==> config.mk <==
export PLATFORM = sky130hd
export DESIGN_NAME = dmem_ctrl_flat
export DESIGN_NICKNAME = d
export VERILOG_FILES = /design/src/rtl/dmem_ctrl_pkg.sv /design/src/rtl/dmem_ctrl_if.sv /design/src/rtl/dmem_align.sv /design/src/rtl/dmem_ctrl.sv /design/src/flat_wrapper.sv
export SDC_FILE = /design/constraint.sdc
export NUM_CORES = 1
export LEC_CHECK = 0
export CAP_MARGIN = 20
export CORE_MARGIN = 2
export CORE_UTILIZATION = 42
export CTS_CLUSTER_SIZE = 16
export DETAILED_ROUTE_END_ITERATION = 7
export MAX_ROUTING_LAYER = met4
export PLACE_DENSITY = 0.81
export SYNTH_ARGS = -nofsm -noshare
export SYNTH_HDL_FRONTEND = slang
export SYNTH_SLANG_ARGS = --single-unit
==> constraint.sdc <==
create_clock -name clk -period 2.4 [get_ports clk]
set_input_delay 0.24 -clock clk [delete_from_list [all_inputs] [get_ports clk]]
set_output_delay 0.24 -clock clk [all_outputs]
set_load 0.005 [all_outputs]
==> src/rtl/dmem_ctrl_pkg.sv <==
// rtl/dmem_ctrl_pkg.sv - shared stall, size and FSM encodings for the data-memory sequencer
package dmem_ctrl_pkg;

    localparam int StallBus = 6;
    localparam int STALL_EX = 2;
    localparam logic Stop   = 1'b1;
    localparam logic NoStop = 1'b0;

    localparam logic [1:0] SIZE_B = 2'd0;
    localparam logic [1:0] SIZE_H = 2'd1;
    localparam logic [1:0] SIZE_W = 2'd2;

    typedef enum logic [1:0] {
        ST_IDLE = 2'd0,
        ST_ADDR = 2'd1,
        ST_DATA = 2'd2,
        ST_DONE = 2'd3
    } state_e;

    // Encoding 3 is illegal and behaves as a word access.
    function automatic logic is_misaligned(input logic [1:0] size, input logic [1:0] addr_lo);
        case (size)
            SIZE_B:  is_misaligned = 1'b0;
            SIZE_H:  is_misaligned = addr_lo[0];
            default: is_misaligned = (addr_lo != 2'b00);
        endcase
    endfunction

endpackage

==> src/rtl/dmem_ctrl_if.sv <==
// rtl/dmem_ctrl_if.sv - addr/data handshake bus between the sequencer and the data SRAM
interface dmem_ctrl_if;
    logic        data_req;
    logic        data_wr;
    logic [1:0]  data_size;
    logic [31:0] data_addr;
    logic [3:0]  data_wstrb;
    logic [31:0] data_wdata;
    logic        data_addr_ok;
    logic        data_data_ok;
    logic [31:0] data_rdata;

    modport master (
        output data_req, data_wr, data_size, data_addr, data_wstrb, data_wdata,
        input  data_addr_ok, data_data_ok, data_rdata
    );

    modport slave (
        input  data_req, data_wr, data_size, data_addr, data_wstrb, data_wdata,
        output data_addr_ok, data_data_ok, data_rdata
    );
endinterface

==> src/rtl/dmem_align.sv <==
// rtl/dmem_align.sv - byte-lane strobes, store data replication and load extraction/extension
module dmem_align
    import dmem_ctrl_pkg::*;
(
    input  logic        i_wr,
    input  logic [1:0]  i_size,
    input  logic        i_unsigned,
    input  logic [1:0]  i_addr_lo,
    input  logic [31:0] i_wdata,
    input  logic [31:0] i_rdata,
    output logic [3:0]  o_wstrb,
    output logic [31:0] o_wdata,
    output logic [31:0] o_rdata_ext
);

    logic [31:0] w_shift;
    logic [7:0]  w_byte;
    logic [15:0] w_half;

    assign w_shift = i_rdata >> {i_addr_lo, 3'b000};
    assign w_byte  = w_shift[7:0];
    assign w_half  = i_addr_lo[1] ? i_rdata[31:16] : i_rdata[15:0];

    always_comb begin
        o_wstrb     = 4'b0000;
        o_wdata     = i_wdata;
        o_rdata_ext = i_rdata;
        case (i_size)
            SIZE_B: begin
                if (i_wr) o_wstrb = 4'b0001 << i_addr_lo;
                o_wdata     = {4{i_wdata[7:0]}};
                o_rdata_ext = i_unsigned ? {24'b0, w_byte} : {{24{w_byte[7]}}, w_byte};
            end
            SIZE_H: begin
                if (i_wr) o_wstrb = 4'b0011 << i_addr_lo;
                o_wdata     = {2{i_wdata[15:0]}};
                o_rdata_ext = i_unsigned ? {16'b0, w_half} : {{16{w_half[15]}}, w_half};
            end
            default: begin
                if (i_wr) o_wstrb = 4'b1111;
            end
        endcase
    end

endmodule

==> src/rtl/dmem_ctrl.sv <==
// rtl/dmem_ctrl.sv - turns one EX load/store into a single addr/data bus transaction and holds the pipeline
module dmem_ctrl
    import dmem_ctrl_pkg::*;
(
    input  logic                clk,
    input  logic                rst,
    input  logic [StallBus-1:0] i_stall,
    input  logic                i_req_valid,
    input  logic                i_req_wr,
    input  logic [1:0]          i_req_size,
    input  logic                i_req_unsigned,
    input  logic [31:0]         i_req_addr,
    input  logic [31:0]         i_req_wdata,
    dmem_ctrl_if.master         bus,
    output logic                o_stallreq,
    output logic [31:0]         o_load_result,
    output logic                o_done,
    output logic                o_addr_err
);

    state_e      r_state;
    state_e      w_state_nxt;
    logic        r_wr;
    logic [1:0]  r_size;
    logic        r_unsigned;
    logic [31:0] r_addr;
    logic [3:0]  r_wstrb;
    logic [31:0] r_wdata;
    logic [31:0] r_load_result;

    logic        w_idle;
    logic        w_ex_stop;
    logic        w_misaligned;
    logic        w_accept;
    logic [3:0]  w_wstrb;
    logic [31:0] w_wdata;
    logic [31:0] w_rdata_ext;

    assign w_idle       = (r_state == ST_IDLE);
    assign w_ex_stop    = (i_stall[STALL_EX] == Stop);
    assign w_misaligned = is_misaligned(i_req_size, i_req_addr[1:0]);

    // One aligner serves both paths: live request fields in IDLE, latched fields on the return path.
    dmem_align u_align (
        .i_wr        (w_idle ? i_req_wr        : r_wr),
        .i_size      (w_idle ? i_req_size      : r_size),
        .i_unsigned  (w_idle ? i_req_unsigned  : r_unsigned),
        .i_addr_lo   (w_idle ? i_req_addr[1:0] : r_addr[1:0]),
        .i_wdata     (i_req_wdata),
        .i_rdata     (bus.data_rdata),
        .o_wstrb     (w_wstrb),
        .o_wdata     (w_wdata),
        .o_rdata_ext (w_rdata_ext)
    );

    always_ff @(posedge clk) begin
        if (rst) begin
            r_state <= ST_IDLE;
        end else begin
            r_state <= w_state_nxt;
        end
    end

    always_comb begin
        w_state_nxt = r_state;
        w_accept    = 1'b0;
        o_stallreq  = 1'b0;
        o_addr_err  = 1'b0;
        o_done      = 1'b0;
        bus.data_req = 1'b0;
        case (r_state)
            ST_IDLE: begin
                if (i_req_valid && w_misaligned) begin
                    o_addr_err = 1'b1;
                end else if (i_req_valid) begin
                    o_stallreq = 1'b1;
                    if (!w_ex_stop) begin
                        w_accept    = 1'b1;
                        w_state_nxt = ST_ADDR;
                    end
                end
            end
            ST_ADDR: begin
                o_stallreq   = 1'b1;
                bus.data_req = 1'b1;
                if (bus.data_addr_ok) w_state_nxt = ST_DATA;
            end
            ST_DATA: begin
                o_stallreq = 1'b1;
                if (bus.data_data_ok) w_state_nxt = ST_DONE;
            end
            default: begin
                // Held EX still shows the finished op; wait for it to move on rather than reissue.
                o_done = 1'b1;
                if (!w_ex_stop) w_state_nxt = ST_IDLE;
            end
        endcase
    end

    always_ff @(posedge clk) begin
        if (rst) begin
            r_wr          <= 1'b0;
            r_size        <= 2'b00;
            r_unsigned    <= 1'b0;
            r_addr        <= 32'h0;
            r_wstrb       <= 4'h0;
            r_wdata       <= 32'h0;
            r_load_result <= 32'h0;
        end else begin
            if (w_accept) begin
                r_wr       <= i_req_wr;
                r_size     <= (i_req_size == 2'd3) ? SIZE_W : i_req_size;
                r_unsigned <= i_req_unsigned;
                r_addr     <= i_req_addr;
                r_wstrb    <= w_wstrb;
                r_wdata    <= w_wdata;
            end
            if (r_state == ST_DATA && bus.data_data_ok && !r_wr) begin
                r_load_result <= w_rdata_ext;
            end
        end
    end

    assign bus.data_wr    = r_wr;
    assign bus.data_size  = r_size;
    assign bus.data_addr  = r_addr;
    assign bus.data_wstrb = r_wstrb;
    assign bus.data_wdata = r_wdata;
    assign o_load_result  = r_load_result;

endmodule
==> src/flat_wrapper.sv <==
// flat-port wrapper written by rule: the top's interface ports become plain ports
module dmem_ctrl_flat import dmem_ctrl_pkg::*;
  (clk, rst, i_stall, i_req_valid, i_req_wr, i_req_size, i_req_unsigned, i_req_addr, i_req_wdata, o_stallreq, o_load_result, o_done, o_addr_err, bus_data_req, bus_data_wr, bus_data_size, bus_data_addr, bus_data_wstrb, bus_data_wdata, bus_data_addr_ok, bus_data_data_ok, bus_data_rdata);
  dmem_ctrl_if bus_i ();
  input  logic clk;
  input  logic rst;
  input  logic [StallBus-1:0] i_stall;
  input  logic i_req_valid;
  input  logic i_req_wr;
  input  logic [1:0] i_req_size;
  input  logic i_req_unsigned;
  input  logic [31:0] i_req_addr;
  input  logic [31:0] i_req_wdata;
  output logic o_stallreq;
  output logic [31:0] o_load_result;
  output logic o_done;
  output logic o_addr_err;
  output wire logic [$bits(bus_i.data_req)-1:0] bus_data_req;
  output wire logic [$bits(bus_i.data_wr)-1:0] bus_data_wr;
  output wire logic [$bits(bus_i.data_size)-1:0] bus_data_size;
  output wire logic [$bits(bus_i.data_addr)-1:0] bus_data_addr;
  output wire logic [$bits(bus_i.data_wstrb)-1:0] bus_data_wstrb;
  output wire logic [$bits(bus_i.data_wdata)-1:0] bus_data_wdata;
  input wire logic [$bits(bus_i.data_addr_ok)-1:0] bus_data_addr_ok;
  input wire logic [$bits(bus_i.data_data_ok)-1:0] bus_data_data_ok;
  input wire logic [$bits(bus_i.data_rdata)-1:0] bus_data_rdata;
  assign bus_data_req = bus_i.data_req;
  assign bus_data_wr = bus_i.data_wr;
  assign bus_data_size = bus_i.data_size;
  assign bus_data_addr = bus_i.data_addr;
  assign bus_data_wstrb = bus_i.data_wstrb;
  assign bus_data_wdata = bus_i.data_wdata;
  assign bus_i.data_addr_ok = bus_data_addr_ok;
  assign bus_i.data_data_ok = bus_data_data_ok;
  assign bus_i.data_rdata = bus_data_rdata;
  dmem_ctrl u_core (.clk(clk), .rst(rst), .i_stall(i_stall), .i_req_valid(i_req_valid), .i_req_wr(i_req_wr), .i_req_size(i_req_size), .i_req_unsigned(i_req_unsigned), .i_req_addr(i_req_addr), .i_req_wdata(i_req_wdata), .bus(bus_i), .o_stallreq(o_stallreq), .o_load_result(o_load_result), .o_done(o_done), .o_addr_err(o_addr_err));
endmodule
# Word level (Yosys, flattened, before mapping)
# Index checks and enable logic that the tools add are counted.
dict set report classes {
  bitwise 0
  magnitude_cmp 0
  n_mux 33
  n_shift 3
  mul 0
  addsub 0
  div 0
  reduce_logical 11
  eq_ne 11
}
# op count
set ops {}
lappend ops {{32-bit case mux with 2 select lines} 2}
lappend ops {{32-bit 2-to-1 mux} 2}
lappend ops {{32-bit by 5-bit right shift with 8-bit output} 1}
lappend ops {{2-bit 2-to-1 mux} 9}
lappend ops {{16-bit 2-to-1 mux} 1}
lappend ops {{1-bit 2-to-1 mux} 12}
lappend ops {{4-bit 2-to-1 mux} 3}
lappend ops {{2-bit != test, second input constant} 5}
lappend ops {{4-bit case mux with 2 select lines} 1}
lappend ops {{2-bit by 1-bit equality test with 1-bit output, second input constant} 3}
lappend ops {{2-bit logical NOT} 3}
lappend ops {{2-bit case mux with 3 select lines} 1}
lappend ops {{6-bit AND reduction} 1}
lappend ops {{2-bit equality test, second input constant} 2}
lappend ops {{1-bit case mux with 2 select lines} 2}
lappend ops {{1-bit by 2-bit left shift with 4-bit output, first input constant} 1}
lappend ops {{2-bit by 2-bit left shift with 4-bit output, first input constant} 1}
lappend ops {{1-bit logical AND} 3}
lappend ops {{3-bit by 1-bit != test with 1-bit output, second input constant} 1}
lappend ops {{3-bit OR reduction} 1}
lappend ops {{2-bit nonzero test} 1}
lappend ops {{2-bit OR reduction} 1}
lappend ops {{1-bit logical NOT} 1}
dict set report totals {
  mem_count 0
  rom_bits 0
  inputBits 111
  latchBits 0
  out_inout_bits 107
  word_cells 66
  regBits 106
  mem_bits_rw 0
}

# Longest topological paths before layout
dict set report depth {
  ltp_word 5
  mapped_depth 10
  mapped_depth_nobuf 6
}

# By module
# Synthesis repeated with hierarchy kept, for this count alone.
dict set report unflattened {
  cells_unflattened 687
  hier_area_um2 5220.0
}
# module instances seq_area_each_um2 area_each_um2 cells_per_inst
set modules_own_cells {}
lappend modules_own_cells {dmem_ctrl 1 2122.0 3846.2 489}
lappend modules_own_cells {dmem_align 1 0.0 1373.8 198}

# Least setup slack after synthesis
# No wires, ideal clock.
dict set report synth_path {
  path_type {flip-flop to flip-flop}
  from {register u_core.r_state[0]}
  to {register u_core.r_wdata[29] (netlist: u_core.bus.data_wdata[29])}
  setup_time_ns 0.060
  n_path_buf 4
  path_slack_ns 0.265
  synth_period_minus_slack_ns 2.135
  required_time_ns 2.340
  arrival_ns 2.075
  stages_incl_launch_ff 11
  path_cell_list {dfxtp_1 inv_1 ha_1 buf_6 buf_6 mux2_1 buf_4 buf_6 mux2i_1 a2111oi_0 a31o_1}
}
dict set report synth_via {
  elab_chain_cells 4
  elab_cells_between_ends 6
  classes_between {eq/ne: 1; mux: 3; reduce/logical: 2}
}
# element line_no
set synth_rtl {}
lappend synth_rtl {{from (decl)} dmem_ctrl.sv:21} ;# state_e r_state;
lappend synth_rtl {{from (signal assigned)} dmem_ctrl.sv:60} ;# r_state <= w_state_nxt;
lappend synth_rtl {{2-bit logical NOT *} {dmem_ctrl.sv:39, dmem_ctrl.sv:71}}
lappend synth_rtl {{2-bit 2-to-1 mux} dmem_ctrl.sv:46} ;# .i_size (w_idle ? i_req_size : r_size),
lappend synth_rtl {{2-bit by 1-bit equality test with 1-bit output or 2-bit logical NOT (tied branches)} dmem_align.sv:28} ;# case (i_size)
lappend synth_rtl {{32-bit case mux with 2 select lines} dmem_align.sv:28}
lappend synth_rtl {{to (signal assigned)} dmem_ctrl.sv:116} ;# r_wdata <= w_wdata;
lappend synth_rtl {{to (decl)} dmem_ctrl.sv:28} ;# logic [31:0] r_wdata;
# Every way passes the cells marked *; elsewhere a longest branch is shown, timed or not.
# A chain may end at the register's enable or synchronous reset.

# Worst setup path in the final report
dict set report layout_path {
  from {register u_core.r_state[1]}
  to {register u_core.r_load_result[29] (netlist: u_core.o_load_result[29])}
}
dict set report layout_via {
  elab_chain_cells 5
  elab_cells_between_ends 14
  classes_between {eq/ne: 2; shift: 1; mux: 7; reduce/logical: 4}
}
# element line_no
set layout_rtl {}
lappend layout_rtl {{2-bit logical NOT} dmem_ctrl.sv:39} ;# assign w_idle = (r_state == ST_IDLE);
lappend layout_rtl {{2-bit 2-to-1 mux} dmem_ctrl.sv:48} ;# .i_addr_lo (w_idle ? i_req_addr[1:0] : r_addr[1:0]),
lappend layout_rtl {{32-bit by 5-bit right shift with 8-bit output or 16-bit 2-to-1 mux (tied branches)} {dmem_align.sv:20, dmem_align.sv:22}}
lappend layout_rtl {{32-bit 2-to-1 mux (on tied branches)} {dmem_align.sv:32, dmem_align.sv:37}}
lappend layout_rtl {{32-bit case mux with 2 select lines} dmem_align.sv:28}
lappend layout_rtl {{to (signal assigned)} dmem_ctrl.sv:119} ;# r_load_result <= w_rdata_ext;
lappend layout_rtl {{to (decl)} dmem_ctrl.sv:29} ;# logic [31:0] r_load_result;
# Several ways; a longest one is shown, not always the timed one.

==> impl_metrics.yaml <==
grt:
  globalRouteOverflowTotal: 0
  use_met3: 0.04101
  grt_max_degree: 81
  grt_pass1_wl_microns: 25390
  grt_util_all_layers: 0.2605
  grt_pass1_vias: 4952
  antenna_found_initial: 0
  use_met1: 0.3245
  grt.busiest_layer: "met2"
  use_met2: 0.4171
timing:
  slew_headroom: 0.3106
  worstMarginPinSlew_ns: 1.033
  finalSetupTns_ns: 0
  report.final.hold_viol_count: 0
  rsz0062_at_grt: "false"
  clock.fmax_mhz: 430.4
  period_needed_ns: 2.324
  clock_skew_ns: 0.01046
  post-route-period-util: 0.9682
  setup-violations-final: 0
  fin_ws_ns: 0.07638
  timing.final.max_slew_violations: 0
cts:
  clkSinkCount: 106
  hold_buffers: 0
  cts-root-buf: "clkbuf_16"
  cts_tree: "yes"
  worstSkewPairLatency_ns: 0.35
  ctsLongestPathBuffers: 2
  cts_buffers: 9
  htree_levels: 3
  clkTransAtPathRegs_ns: 0.07
die:
  die_w_microns: 111.2
  core_sq_um: 11320
  start_util: 0.4262
  rows: 39
  die-height_microns: 111.2
  die_area_sq_um: 12360
  io_pins: 218
place:
  place_ws_ns: -0.02168
  portBuffers: 212
  dp_hpwl_microns: 11850
  placed_area_sq_um: 7121
  gp_congestion: 0.9010
flow_run:
  cap_violations: 0
routing:
  vias_per_cell: 5.537
  ant_nets: 0
  wire_per_inst_microns: 17.58
  drt_iter0_drc: 278
  routed-via-count: 5077
  dr.pass1.iters: 5
  drc: 0
  wirelength_microns: 16120
synth:
  synth_ff_type: "dfxtp_1"
  synth_seq_area_share: 0.4398
  netlist_area_sq_um: 4825
  synth_mux_area_frac: 0.08221
  synth_edf_count: 0
  synth.distinct_cells: 49
  syn_avg_cell_area_sq_um: 8.479
  netlist_instances: 569
  synth_top_area_share: 0.4398
  yosys.area_share.simple: 0.1522
  synth-compound-area-share: 0.2630
  synth_xor_area_frac: 0
  synth_top_family_by_area: "compound AO/OA/AOI/OAI gates"
  synth_top_cell_by_area: "dfxtp_1"
  synthAdderAreaFrac: 0.01037
  synth-seq-cells: 106
  synth_area_leaders: "dfxtp_1, nand2_1, a21oi_1, mux2i_1, o21ai_0"
  yosys_warnings: 0
  async_reset_ff_frac: 0
  synth_nets: 684
hold_path:
  hp-class: "in2reg"
final_layout:
  fin_nets: 884
  final_layout_size_suffix_gt1_frac: 0.1085
  area_growth_syn_to_layout_pct: 53.89
  final_core_util: 0.6558
  regArea_sq_um: 2122
  diodes: 0
  filler_cell_count: 942
  multi_input_area_sq_um: 2475
  fin_area_sq_um: 7425
critical_path:
  start_kind: "flop"
  arrival_ns: 2.59
  cpMostUsedCell: "buf_4"
  critical-path-top-delay-family: "buffers and inverters"
  cp_cell_sequence: "inv_1, ha_2, buf_4, mux2_2, or4_1, buf_4, a31oi_2"
  critPathMaxStageDelay_ns: 0.50
  critPathBufInv: 3
  cp-end-kind: "flop"
  path_max_fanout: 16
  critPathKind: "reg2reg"
  critPathRequiredTime_ns: 2.67
  slowest_stage: "or4_1"
power_and_ir_drop:
  leakage_nw: 2.693
  power.density_cell_area_nw_per_um2: 581.1
  vdd_drop_max_mv: 0.3625
status:
  status: "finished clean"
sequential cells by signal, summed over array words and instances (netlist names):
register               count
u_core.bus.data_addr      32
u_core.bus.data_wstrb      4
u_core.r_unsigned          1
u_core.bus.data_wdata     32
u_core.bus.data_wr         1
u_core.bus.data_size       2
u_core.o_load_result      32
u_core.r_state             2
worst register-to-register path, cell delays in order, from the launching register on:
cell and delay (ns):
dfxtp_1 0.35, inv_1 0.10, ha_2 0.26, buf_4 0.24, mux2_2 0.40, or4_1 0.50
buf_4 0.23, a31oi_2 0.17
layout by cell type (no fill, tap or decap), drive strengths merged, types with 2 or more instances in the layout:
cell type / n
nand3b: 2
mux2: 11
ha: 4
clkdlybuf4s50: 210
clkbuf: 9
o22ai: 8
a311oi: 8
nor2: 31
or3: 3
mux2i: 23
or2: 2
dfxtp: 106
nand2: 124
o21ai: 31
a221o: 2
a31oi: 24
inv: 11
a2111oi: 8
a211oi: 17
a31o: 8
o221a: 2
nand2b: 2
buf: 26
clkinv: 2
o2bb2ai: 2
nor2b: 4
a21oi: 78
logic make-up (layout without fill, tap and decap cells):
kind of cell	after synthesis	in the layout
AOI/OAI and AO/OA	193	193
and+or+nand+nor	177	177
DFF	106	106
adders and majority gates	4	4
muxes	35	35
buffers and inverters	54	259
cell usage after synthesis, drive strengths merged (8+ instances only):
cell type / n
nand2: 124
dfxtp: 106
a21oi: 78
nor2: 31
o21ai: 31
clkbuf: 30
a31oi: 24
mux2i: 23
buf: 18
a211oi: 17
mux2: 11
a2111oi: 8
a311oi: 8
a31o: 8
o22ai: 8
metal layers:
metal / up-vias / part of all wire
met5: - / 0
met3: 40 / 0.063
met2: 200 / 0.48
met4: 0 / 0.034
met1: 2399 / 0.42
li1: 2438 / -
where the power goes:
| part | leakage (nW) | switching, mW | total, mW | internal [mW] |
|---|---|---|---|---|
| clock | 0.143 | 0.714 | 1.44 | 0.724 |
| combinational | 1.69 | 0.471 | 0.997 | 0.525 |
| sequential | 0.860 | 0.0454 | 1.88 | 1.83 |
| total | 2.69 | 1.23 | 4.31 | 3.08 |
timing repair:
action	4_1_cts	5_1_grt
cloned	0	0
endpoints found under the setup margin	13	31
hold endpoints to repair	0	0
pin swaps	1	0
buffers inserted	1	0
gates resized for setup	2	6
metrics by stage:
step	power (mW)	std cells	hold WS (ns)
final	4.314	917	0.2955
after global routing	4.481	917	0.3484
after CTS	4.325	917	0.4217
after detailed placement	2.901	900	0.4467
after global placement	2.871	900	0.4413
after floorplan	2.406	569	0.3760
path summary, 6_finish.rpt:
path / from / cells after the start / to / slack [ns]
min reg2reg: u_core.bus.data_addr[8] / 2 / u_core.bus.data_addr[8] / 0.45
max reg2reg: u_core.r_state[1] / 7 / u_core.o_load_result[29] / 0.08
min: i_req_addr[1] / 3 / u_core.bus.data_addr[1] / 0.30
max: u_core.r_state[1] / 7 / u_core.o_load_result[29] / 0.08
final cells by class:
class                      count  share of cell area
multi-input combinational    409              0.3333
timing repair buffer         237              0.3158
sequential                   106              0.2858
clock buffer                   9             0.03033
tap                          143             0.02410
clock inverter                 7            0.007583
inverter                       6            0.003033
(Power assumes the default switching activity.)
